<file path="config.mk">
export PLATFORM = sky130hd
export DESIGN_NAME = fetch_ctrl_flat
export DESIGN_NICKNAME = d
export VERILOG_FILES = /design/src/rtl/fetch_ctrl_if.sv /design/src/rtl/fetch_ctrl.sv /design/src/flat_wrapper.sv
export SDC_FILE = /design/constraint.sdc
export NUM_CORES = 1
export LEC_CHECK = 0
export CELL_PAD_IN_SITES_DETAIL_PLACEMENT = 0
export CELL_PAD_IN_SITES_GLOBAL_PLACEMENT = 1
export CORE_MARGIN = 2
export CORE_UTILIZATION = 34
export CTS_CLUSTER_DIAMETER = 150
export DETAILED_ROUTE_END_ITERATION = 8
export PLACE_DENSITY = 0.77
export SETUP_SLACK_MARGIN = 0.3
export SYNTH_ARGS = -nofsm -noshare
export SYNTH_HDL_FRONTEND = slang
export SYNTH_SLANG_ARGS = --single-unit
</file>
<file path="constraint.sdc">
create_clock -name clock -period 3.4 [get_ports clock]
set_input_delay 0.34 -clock clock [delete_from_list [all_inputs] [get_ports clock]]
set_output_delay 0.34 -clock clock [all_outputs]
set_load 0.02 [all_outputs]
</file>
<file path="src/rtl/fetch_ctrl_if.sv">
`default_nettype none
// ============================================================================
// Module      : fetch_ctrl_if
// Description : Bundle of the fetch controller's bus signals: the PC register
//               port, the redirect input from execute, the instruction-memory
//               request/response channel and the decode hand-off.
//               master - the fetch controller
//               slave  - the environment (PC register, imem, execute, decode)
// Revision    : 1.0 - initial release
// ============================================================================
interface fetch_ctrl_if;
  // PC register
  logic [31:0] pc_output;        // current PC
  logic [31:0] pc_input;         // next PC
  logic        pc_enable;        // PC load enable
  // Redirect from execute
  logic        redirect_valid;
  logic [31:0] redirect_target;
  // Instruction-memory request
  logic        imem_req_valid;
  logic        imem_req_ready;
  logic [31:0] imem_req_addr;
  // Instruction-memory response (never back-pressured)
  logic        imem_rsp_valid;
  logic [31:0] imem_rsp_data;
  // Decode hand-off
  logic        dec_valid;
  logic        dec_ready;
  logic [31:0] dec_instr;
  logic [31:0] dec_pc;

  modport master (
    input  pc_output,
    output pc_input,
    output pc_enable,
    input  redirect_valid,
    input  redirect_target,
    output imem_req_valid,
    input  imem_req_ready,
    output imem_req_addr,
    input  imem_rsp_valid,
    input  imem_rsp_data,
    output dec_valid,
    input  dec_ready,
    output dec_instr,
    output dec_pc
  );

  modport slave (
    output pc_output,
    input  pc_input,
    input  pc_enable,
    output redirect_valid,
    output redirect_target,
    input  imem_req_valid,
    output imem_req_ready,
    input  imem_req_addr,
    output imem_rsp_valid,
    output imem_rsp_data,
    input  dec_valid,
    output dec_ready,
    input  dec_instr,
    input  dec_pc
  );
endinterface
`default_nettype wire

</file>
<file path="src/rtl/fetch_ctrl.sv">
`default_nettype none
// ============================================================================
// Module      : fetch_ctrl
// Description : Instruction fetch controller. Issues at most one outstanding
//               instruction-memory request, advances the PC by 4 on each
//               accepted request, queues {pc, instr} in a 2-entry in-order
//               FIFO for decode, and handles redirects by reloading the PC,
//               flushing the FIFO and discarding any in-flight response.
// Ports       : clock - rising-edge clock
//               reset - synchronous, active-high reset
//               bus   - fetch_ctrl_if.master (PC register, redirect, imem
//                       request/response, decode hand-off)
// Revision    : 1.0 - initial release
// ============================================================================
module fetch_ctrl (
  input  wire logic    clock,
  input  wire logic    reset,
  fetch_ctrl_if.master bus
);

  typedef enum logic [1:0] {
    ST_REQ   = 2'd0,  // may issue a request
    ST_WAIT  = 2'd1,  // one request outstanding
    ST_DRAIN = 2'd2   // outstanding response will be discarded
  } state_e;

  localparam logic [1:0] FIFO_FULL = 2'd2;

  state_e      state_q, state_d;
  logic [1:0]  count_q, count_d;
  logic [63:0] entry_q [2];      // {pc, instr}; entry 0 is the head
  logic [63:0] entry_d [2];
  logic [31:0] req_pc_q, req_pc_d;

  logic        req_valid;
  logic        req_fire;
  logic        push;
  logic        pop;
  logic        pc_enable;
  logic [31:0] pc_input;
  logic [63:0] push_data;

  // A request is only issued from REQ, where nothing is outstanding, so the
  // FIFO count alone guarantees room for the response.
  assign req_valid = !reset && (state_q == ST_REQ) && (count_q != FIFO_FULL)
                     && !bus.redirect_valid;
  assign req_fire  = req_valid && bus.imem_req_ready;
  // A pop coinciding with a redirect is swallowed by the flush.
  assign pop       = !reset && (count_q != 2'd0) && bus.dec_ready
                     && !bus.redirect_valid;
  assign push_data = {req_pc_q, bus.imem_rsp_data};

  always_comb begin
    state_d   = state_q;
    count_d   = count_q;
    entry_d   = entry_q;
    req_pc_d  = req_pc_q;
    push      = 1'b0;
    pc_enable = 1'b0;
    pc_input  = bus.pc_output;

    if (bus.redirect_valid) begin
      pc_enable = 1'b1;
      pc_input  = {bus.redirect_target[31:2], 2'b00};
      count_d   = 2'd0;
      unique case (state_q)
        ST_WAIT:  state_d = bus.imem_rsp_valid ? ST_REQ : ST_DRAIN;
        // A response landing together with the redirect is the one being
        // drained; staying in DRAIN would wait for a response that never comes.
        ST_DRAIN: state_d = bus.imem_rsp_valid ? ST_REQ : ST_DRAIN;
        default:  state_d = ST_REQ;
      endcase
    end else begin
      unique case (state_q)
        ST_REQ: begin
          if (req_fire) begin
            req_pc_d  = bus.pc_output;
            state_d   = ST_WAIT;
            pc_enable = 1'b1;
            pc_input  = bus.pc_output + 32'd4;
          end
        end
        ST_WAIT: begin
          if (bus.imem_rsp_valid) begin
            push    = 1'b1;
            state_d = ST_REQ;
          end
        end
        ST_DRAIN: begin
          if (bus.imem_rsp_valid) state_d = ST_REQ;
        end
        default: state_d = ST_REQ;
      endcase

      unique case ({push, pop})
        2'b10: begin
          entry_d[count_q[0]] = push_data;
          count_d             = count_q + 2'd1;
        end
        2'b01: begin
          entry_d[0] = entry_q[1];
          count_d    = count_q - 2'd1;
        end
        2'b11: begin
          // Simultaneous push and pop: shift and append, count unchanged.
          if (count_q == 2'd1) begin
            entry_d[0] = push_data;
          end else begin
            entry_d[0] = entry_q[1];
            entry_d[1] = push_data;
          end
        end
        default: ;
      endcase
    end

    if (reset) begin
      pc_enable = 1'b0;
      pc_input  = bus.pc_output;
    end
  end

  always_ff @(posedge clock) begin
    if (reset) begin
      state_q    <= ST_REQ;
      count_q    <= 2'd0;
      req_pc_q   <= 32'd0;
      entry_q[0] <= 64'd0;
      entry_q[1] <= 64'd0;
    end else begin
      state_q    <= state_d;
      count_q    <= count_d;
      req_pc_q   <= req_pc_d;
      entry_q[0] <= entry_d[0];
      entry_q[1] <= entry_d[1];
    end
  end

  assign bus.imem_req_valid = req_valid;
  assign bus.imem_req_addr  = bus.pc_output;
  assign bus.pc_enable      = pc_enable;
  assign bus.pc_input       = pc_input;
  assign bus.dec_valid      = !reset && (count_q != 2'd0);
  assign bus.dec_pc         = entry_q[0][63:32];
  assign bus.dec_instr      = entry_q[0][31:0];

endmodule
`default_nettype wire

</file>
<file path="src/flat_wrapper.sv">
// flat-port wrapper written by rule: the top's interface ports become plain ports
module fetch_ctrl_flat 
  (clock, reset, bus_pc_output, bus_pc_input, bus_pc_enable, bus_redirect_valid, bus_redirect_target, bus_imem_req_valid, bus_imem_req_ready, bus_imem_req_addr, bus_imem_rsp_valid, bus_imem_rsp_data, bus_dec_valid, bus_dec_ready, bus_dec_instr, bus_dec_pc);
  fetch_ctrl_if bus_i ();
  input  wire logic clock;
  input  wire logic reset;
  input wire logic [$bits(bus_i.pc_output)-1:0] bus_pc_output;
  output wire logic [$bits(bus_i.pc_input)-1:0] bus_pc_input;
  output wire logic [$bits(bus_i.pc_enable)-1:0] bus_pc_enable;
  input wire logic [$bits(bus_i.redirect_valid)-1:0] bus_redirect_valid;
  input wire logic [$bits(bus_i.redirect_target)-1:0] bus_redirect_target;
  output wire logic [$bits(bus_i.imem_req_valid)-1:0] bus_imem_req_valid;
  input wire logic [$bits(bus_i.imem_req_ready)-1:0] bus_imem_req_ready;
  output wire logic [$bits(bus_i.imem_req_addr)-1:0] bus_imem_req_addr;
  input wire logic [$bits(bus_i.imem_rsp_valid)-1:0] bus_imem_rsp_valid;
  input wire logic [$bits(bus_i.imem_rsp_data)-1:0] bus_imem_rsp_data;
  output wire logic [$bits(bus_i.dec_valid)-1:0] bus_dec_valid;
  input wire logic [$bits(bus_i.dec_ready)-1:0] bus_dec_ready;
  output wire logic [$bits(bus_i.dec_instr)-1:0] bus_dec_instr;
  output wire logic [$bits(bus_i.dec_pc)-1:0] bus_dec_pc;
  assign bus_i.pc_output = bus_pc_output;
  assign bus_pc_input = bus_i.pc_input;
  assign bus_pc_enable = bus_i.pc_enable;
  assign bus_i.redirect_valid = bus_redirect_valid;
  assign bus_i.redirect_target = bus_redirect_target;
  assign bus_imem_req_valid = bus_i.imem_req_valid;
  assign bus_i.imem_req_ready = bus_imem_req_ready;
  assign bus_imem_req_addr = bus_i.imem_req_addr;
  assign bus_i.imem_rsp_valid = bus_imem_rsp_valid;
  assign bus_i.imem_rsp_data = bus_imem_rsp_data;
  assign bus_dec_valid = bus_i.dec_valid;
  assign bus_i.dec_ready = bus_dec_ready;
  assign bus_dec_instr = bus_i.dec_instr;
  assign bus_dec_pc = bus_i.dec_pc;
  fetch_ctrl u_core (.clock(clock), .reset(reset), .bus(bus_i));
endmodule
</file>
== Word-level counts from Yosys, hierarchy flattened ==
Index checks and enable logic that the tools add are counted.

* Input bits: 102
* Bits in registers: 164
* Word-level logic and storage cells: 68
* Output and inout port bits: 131

* Bitwise gates (word level): 2
* Eq/ne operators: 10
* $lt $le $gt $ge: 2
* Reductions and logical operators: 21
* $add $sub $neg: 3
* Muxes and demuxes: 25

{| class="wikitable"
|+ Operator list
! cell !! count
|-
| 64-bit 2-to-1 mux || 3
|-
| 64-bit one-hot mux with 3 select lines || 1
|-
| 128-bit bitwise mux || 1
|-
| 32-bit 2-to-1 mux || 4
|-
| 64-bit one-hot mux with 2 select lines || 1
|-
| 64-bit demux with 1-bit select || 1
|-
| 32-bit by 3-bit adder with 32-bit output (second input constant) || 1
|-
| 2-bit 2-to-1 mux || 5
|-
| 1-bit logical AND || 8
|-
| 2-bit one-hot mux with 2 select lines || 2
|-
| 1-bit 2-to-1 mux || 7
|-
| 2-bit by 1-bit == test with 1-bit output (second input constant) || 3
|-
| 2-bit == test (second input constant) || 3
|-
| 3-bit AND reduction || 2
|-
| 2-bit nonzero test || 3
|-
| 2-bit != test (second input constant) || 2
|-
| 2-bit AND reduction || 2
|-
| 2-bit OR reduction || 2
|-
| 3-bit by 1-bit != test with 1-bit output (second input constant) || 1
|-
| 3-bit by 2-bit != test with 1-bit output (second input constant) || 1
|-
| 3-bit nonzero test || 1
|-
| 2-bit by 1-bit adder with 2-bit output (second input constant) || 1
|-
| 2-bit >= comparator (second input constant) || 1
|-
| 1-bit logical NOT || 2
|-
| other kinds (5) || 5
|}

== Longest topological paths before layout ==
* Depth in word-level cells: 9
* Mapped depth: 12
* Depth with buffers taken out: 11

== Worst setup path before layout ==
OpenSTA, ideal clock, no wires.

* Kind: reg-to-output
* Start: register u_core.count_q[0]
* End: output bus_pc_input[25]
* Path slack: 220 ps
* Stages on the path, launching flop included: 9
* Arrival: 2840 ps
* Path buffers: 1
* Required time: 3060 ps
* Cells stage by stage: dfxtp_1 inv_1 ha_1 nor4b_4 nand4_4 or4_1 clkbuf_1 or3b_1 a21oi_1

* Longest elaborated chain between the ends: 8

{| class="wikitable"
|+ RTL lines
! item !! RTL line !! source
|-
| start: declaration || fetch_ctrl.sv:30 || <nowiki>logic [1:0] count_q, count_d;</nowiki>
|-
| start signal: assignment || fetch_ctrl.sv:132 || <nowiki>count_q <= count_d;</nowiki>
|-
| 2-bit != test || fetch_ctrl.sv:45 || <nowiki>assign req_valid = !reset && (state_q == ST_REQ) && (count_q != FIFO_FULL)</nowiki>
|-
| 1-bit logical AND || fetch_ctrl.sv:45 ||
|-
| 1-bit logical AND || fetch_ctrl.sv:46 || <nowiki>&& !bus.redirect_valid;</nowiki>
|-
| via bus_imem_req_valid || flat_wrapper.sv:12 || <nowiki>output wire logic [$bits(bus_i.imem_req_valid)-1:0] bus_imem_req_valid;</nowiki>
|-
| 1-bit logical AND || fetch_ctrl.sv:47 || <nowiki>assign req_fire = req_valid && bus.imem_req_ready;</nowiki>
|-
| 32-bit 2-to-1 mux || fetch_ctrl.sv:76 || <nowiki>if (req_fire) begin</nowiki>
|-
| 32-bit 2-to-1 mux || fetch_ctrl.sv:74 || <nowiki>unique case (state_q)</nowiki>
|-
| 32-bit 2-to-1 mux || fetch_ctrl.sv:62 || <nowiki>if (bus.redirect_valid) begin</nowiki>
|-
| 32-bit 2-to-1 mux || fetch_ctrl.sv:117 || <nowiki>if (reset) begin</nowiki>
|-
| end: declaration || flat_wrapper.sv:8 || <nowiki>output wire logic [$bits(bus_i.pc_input)-1:0] bus_pc_input;</nowiki>
|}

The timed path passes the listed nets, and every way through them passes these cells.

== Final worst setup path ==
* Start: input bus_pc_output[15]
* End: output bus_pc_input[25]

* Longest elaborated chain between the ends: 5

{| class="wikitable"
|+ RTL lines
! item !! RTL line !! source
|-
| start: declaration || flat_wrapper.sv:7 || <nowiki>input wire logic [$bits(bus_i.pc_output)-1:0] bus_pc_output;</nowiki>
|-
| 32-bit by 3-bit adder with 32-bit output || fetch_ctrl.sv:80 || <nowiki>pc_input = bus.pc_output + 32'd4;</nowiki>
|-
| 32-bit 2-to-1 mux || fetch_ctrl.sv:76 ||
|-
| 32-bit 2-to-1 mux || fetch_ctrl.sv:74 ||
|-
| 32-bit 2-to-1 mux || fetch_ctrl.sv:62 ||
|-
| 32-bit 2-to-1 mux || fetch_ctrl.sv:117 ||
|}

No other way between the ends.

==> impl_metrics.py <==
metrics = {
    "power": {
        "p_per_area_nw_per_um2": 399,
        "total_power_w": 0.00442,
        "power_leakage_nw": 3.79,
        "ir_drop_mv": 0.330,
    },
    "global_route": {
        "overflow": 0,
        "grt_use_total_pct": 18.6,
        "grt_max_degree": 183,
        "use_met1_pct": 25.7,
        "grt_pass1_vias": 6961,
        "groute.layer.met2.usage_pct": 28.8,
        "busiest_layer": "met2",
        "grt_pass1_wl_um": 37400,
        "gr-usage-met3_pct": 5.20,
        "antenna_found_initial": 0,
    },
    "route": {
        "drt_iter0_drc": 415,
        "num_vias": 7565,
        "ant_nets": 0,
        "avgRoutedWirePerCell_um": 15.5,
        "wl_um": 23500,
        "drcViolationCount": 0,
        "first_pass_iters": 5,
        "vias_per_cell": 4.97,
    },
    "synth": {
        "synth_ff_type": "dfxtp_1",
        "synth.area.top_cells": "dfxtp_1, nand2_1, buf_4, a21oi_1, a211oi_1",
        "synthArstFlopShare_pct": 0,
        "ys_warn_count": 0,
        "postSynthCellCount": 1046,
        "ys_ff_latch": 164,
        "synthesis.area_um2": 8110,
        "synth_nets": 1158,
        "synth.avg_cell_area_um2": 7.75,
        "synth_edf_count": 0,
        "ys_types": 43,
        "ys_seq_area_share_pct": 40.5,
        "synth.top_cell.area_share_pct": 40.5,
        "yosysTopAreaCell": "dfxtp_1",
    },
    "floorplanning": {
        "die_w_um": 158,
        "initial_core_util_pct": 34.6,
        "pin_count": 233,
        "die_h_um": 158,
        "core_um2": 23500,
        "die_area_um2": 25100,
        "row_count": 56,
    },
    "placement": {
        "port_buffers": 230,
        "hpwlAfterDp_um": 15800,
        "gp_congestion": 0.853,
        "dp_slack_ns": -0.110,
    },
    "layout": {
        "final_nets": 1301,
        "regArea_um2": 3290,
        "n_fill_cell": 2394,
        "multi_input_area_um2": 3850,
        "antennaDiodeCount": 0,
        "fin_util_pct": 47.1,
        "drive_above_1_share_pct": 11.2,
        "area_delta_synth_final_pct": 36.4,
    },
    "setup_path": {
        "cp.arrival_ns": 2.77,
        "path_class": "in2out",
        "path_max_fanout": 2,
        "required_ns": 3.06,
        "timing.reg2reg.setup_slack_ns": 0.88,
        "start_kind": "input pin",
        "endpoint_kind": "primary output",
    },
    "timing": {
        "rsz0062_at_grt": "true",
        "final-hold-violation-count": 0,
        "holdWs_ns": 0.453,
        "fin_crit_sh_pct": 91.3,
        "worstMarginPinSlew_ns": 0.810,
        "worst_slack_ns": 0.295,
        "fin_crit_ns": 3.11,
        "finClkSkew_ns": 0.0105,
        "fmax_mhz": 322,
        "finalMaxSlewViolations": 0,
        "finalSetupViolations": 0,
        "relSlewSlack_pct": 46.0,
    },
    "clocking": {
        "clk_latency_ns": 0.42,
        "cts_root_buffer": "clkbuf_16",
        "cts_buffers": 17,
        "tritoncts": "yes",
        "clk_path_buf_depth": 2,
        "htree_levels": 4,
        "cts_sinks": 164,
        "clk_pin_slew_worst_paths_ns": 0.06,
    },
    "flow_run": {
        "cap_violations": 0,
    },
    "outcome": {
        "outcome": "completed",
    },
    "min_path": {
        "worstHoldPathType": "reg2reg",
    },
}
[worst paths after layout]
check | end | depth (start not counted) | start
max | bus_pc_input[25] | 8 | bus_pc_output[15]
min reg2reg | u_core.entry_q[23]$_SDFFE_PP0P_ | 2 | u_core.entry_q[23]$_SDFFE_PP0P_
max reg2reg | u_core.bus.dec_instr[22]$_SDFFE_PP0P_ | 11 | u_core.count_q[0]$_SDFFE_PP0P_
min | u_core.entry_q[23]$_SDFFE_PP0P_ | 2 | u_core.entry_q[23]$_SDFFE_PP0P_
[metal layers]
metal / share of wire (%) / routed length, um / vias to the layer above
met3: 7.6 / 1790 / 14
met4: 0.80 / 189 / 0
li1: - / - / 3862
met2: 46 / 10800 / 246
met1: 46 / 10800 / 3443
met5: 0 / 0 / -
[cells in the final DEF, fill, tap and decap left out, drive strengths merged, types with 10 or more instances in the layout]
cell type,n
nand3,11
clkbuf,21
dlygate4sd2,12
nor3,20
a211oi,70
nor2,91
ha,10
a21oi,111
o22ai,15
nand2,213
inv,23
and3,10
a22oi,66
buf,74
clkdlybuf4s50,203
dfxtp,164
[registers in the layout, summed over array words and instances, names as in the netlist]
name / cells
u_core.entry_q: 64
u_core.bus.dec_instr: 32
u_core.bus.dec_pc: 32
u_core.req_pc_q: 32
u_core.count_q: 2
u_core.state_q: 2
[synthesized netlist by cell type, types with 6 or more instances]
| library cell | count |
|---|---|
| nor4_1 | 6 |
| a22oi_1 | 66 |
| o22a_1 | 6 |
| buf_4 | 96 |
| nand3_1 | 11 |
| clkbuf_1 | 70 |
| nand2_1 | 213 |
| a311oi_1 | 6 |
| dfxtp_1 | 164 |
| buf_1 | 8 |
| o22ai_1 | 15 |
| a211oi_1 | 70 |
| inv_1 | 16 |
| nor3_1 | 20 |
| and3_1 | 10 |
| a21oi_1 | 111 |
| nor2_1 | 91 |
| ha_1 | 10 |
[per-stage QoR]
step | TNS, ns | instances | cell area [um^2]
after floorplan | 0 | 1046 | 8120
after global placement | -0.288 | 1482 | 10400
after detailed placement | -0.400 | 1482 | 10400
after CTS | 0 | 1517 | 11000
after global routing | 0 | 1521 | 11100
final | 0 | 1521 | 11100
[worst max-delay path, cell delays in order]
cell	delay (ns)
clkdlybuf4s50_1	0.55
nand3_1	0.12
or3_1	0.39
or4_4	0.57
buf_6	0.14
or3b_1	0.35
a21oi_2	0.16
buf_4	0.15
[repair_timing]
item | CTS | global route
endpoints found under the setup margin | 28 | 16
gates resized for setup | 44 | 19
hold buffers | 0 | 0
buffers inserted | 3 | 4
pin swaps | 5 | 3
[cell families (layout without fill, tap and decap cells)]
logic type	Yosys count	in the layout	share of synthesized area (%)
fa+ha+maj	10	10	1.54
buf+inv	191	347	13.3
compound gates	295	295	23.8
xor+xnor	4	4	0.432
mux	4	4	0.494
flops	164	164	40.5
simple gates	378	378	19.9
[area by class of cell]
class	count	area share, %
repair buffers	299	26.1
well taps	319	3.61
inverters	16	0.577
clock inverters	14	1.23
flip-flops and latches	164	29.7
clock buffers	18	3.97
multi-input cells	691	34.8
[power by group]
group	internal [W]	switching, W	total [W]
logic	0.000299	0.000312	0.000610
registers	0.00194	0.0000153	0.00196
clock network	0.000990	0.000863	0.00185
Power figures use the tool's default switching activity.
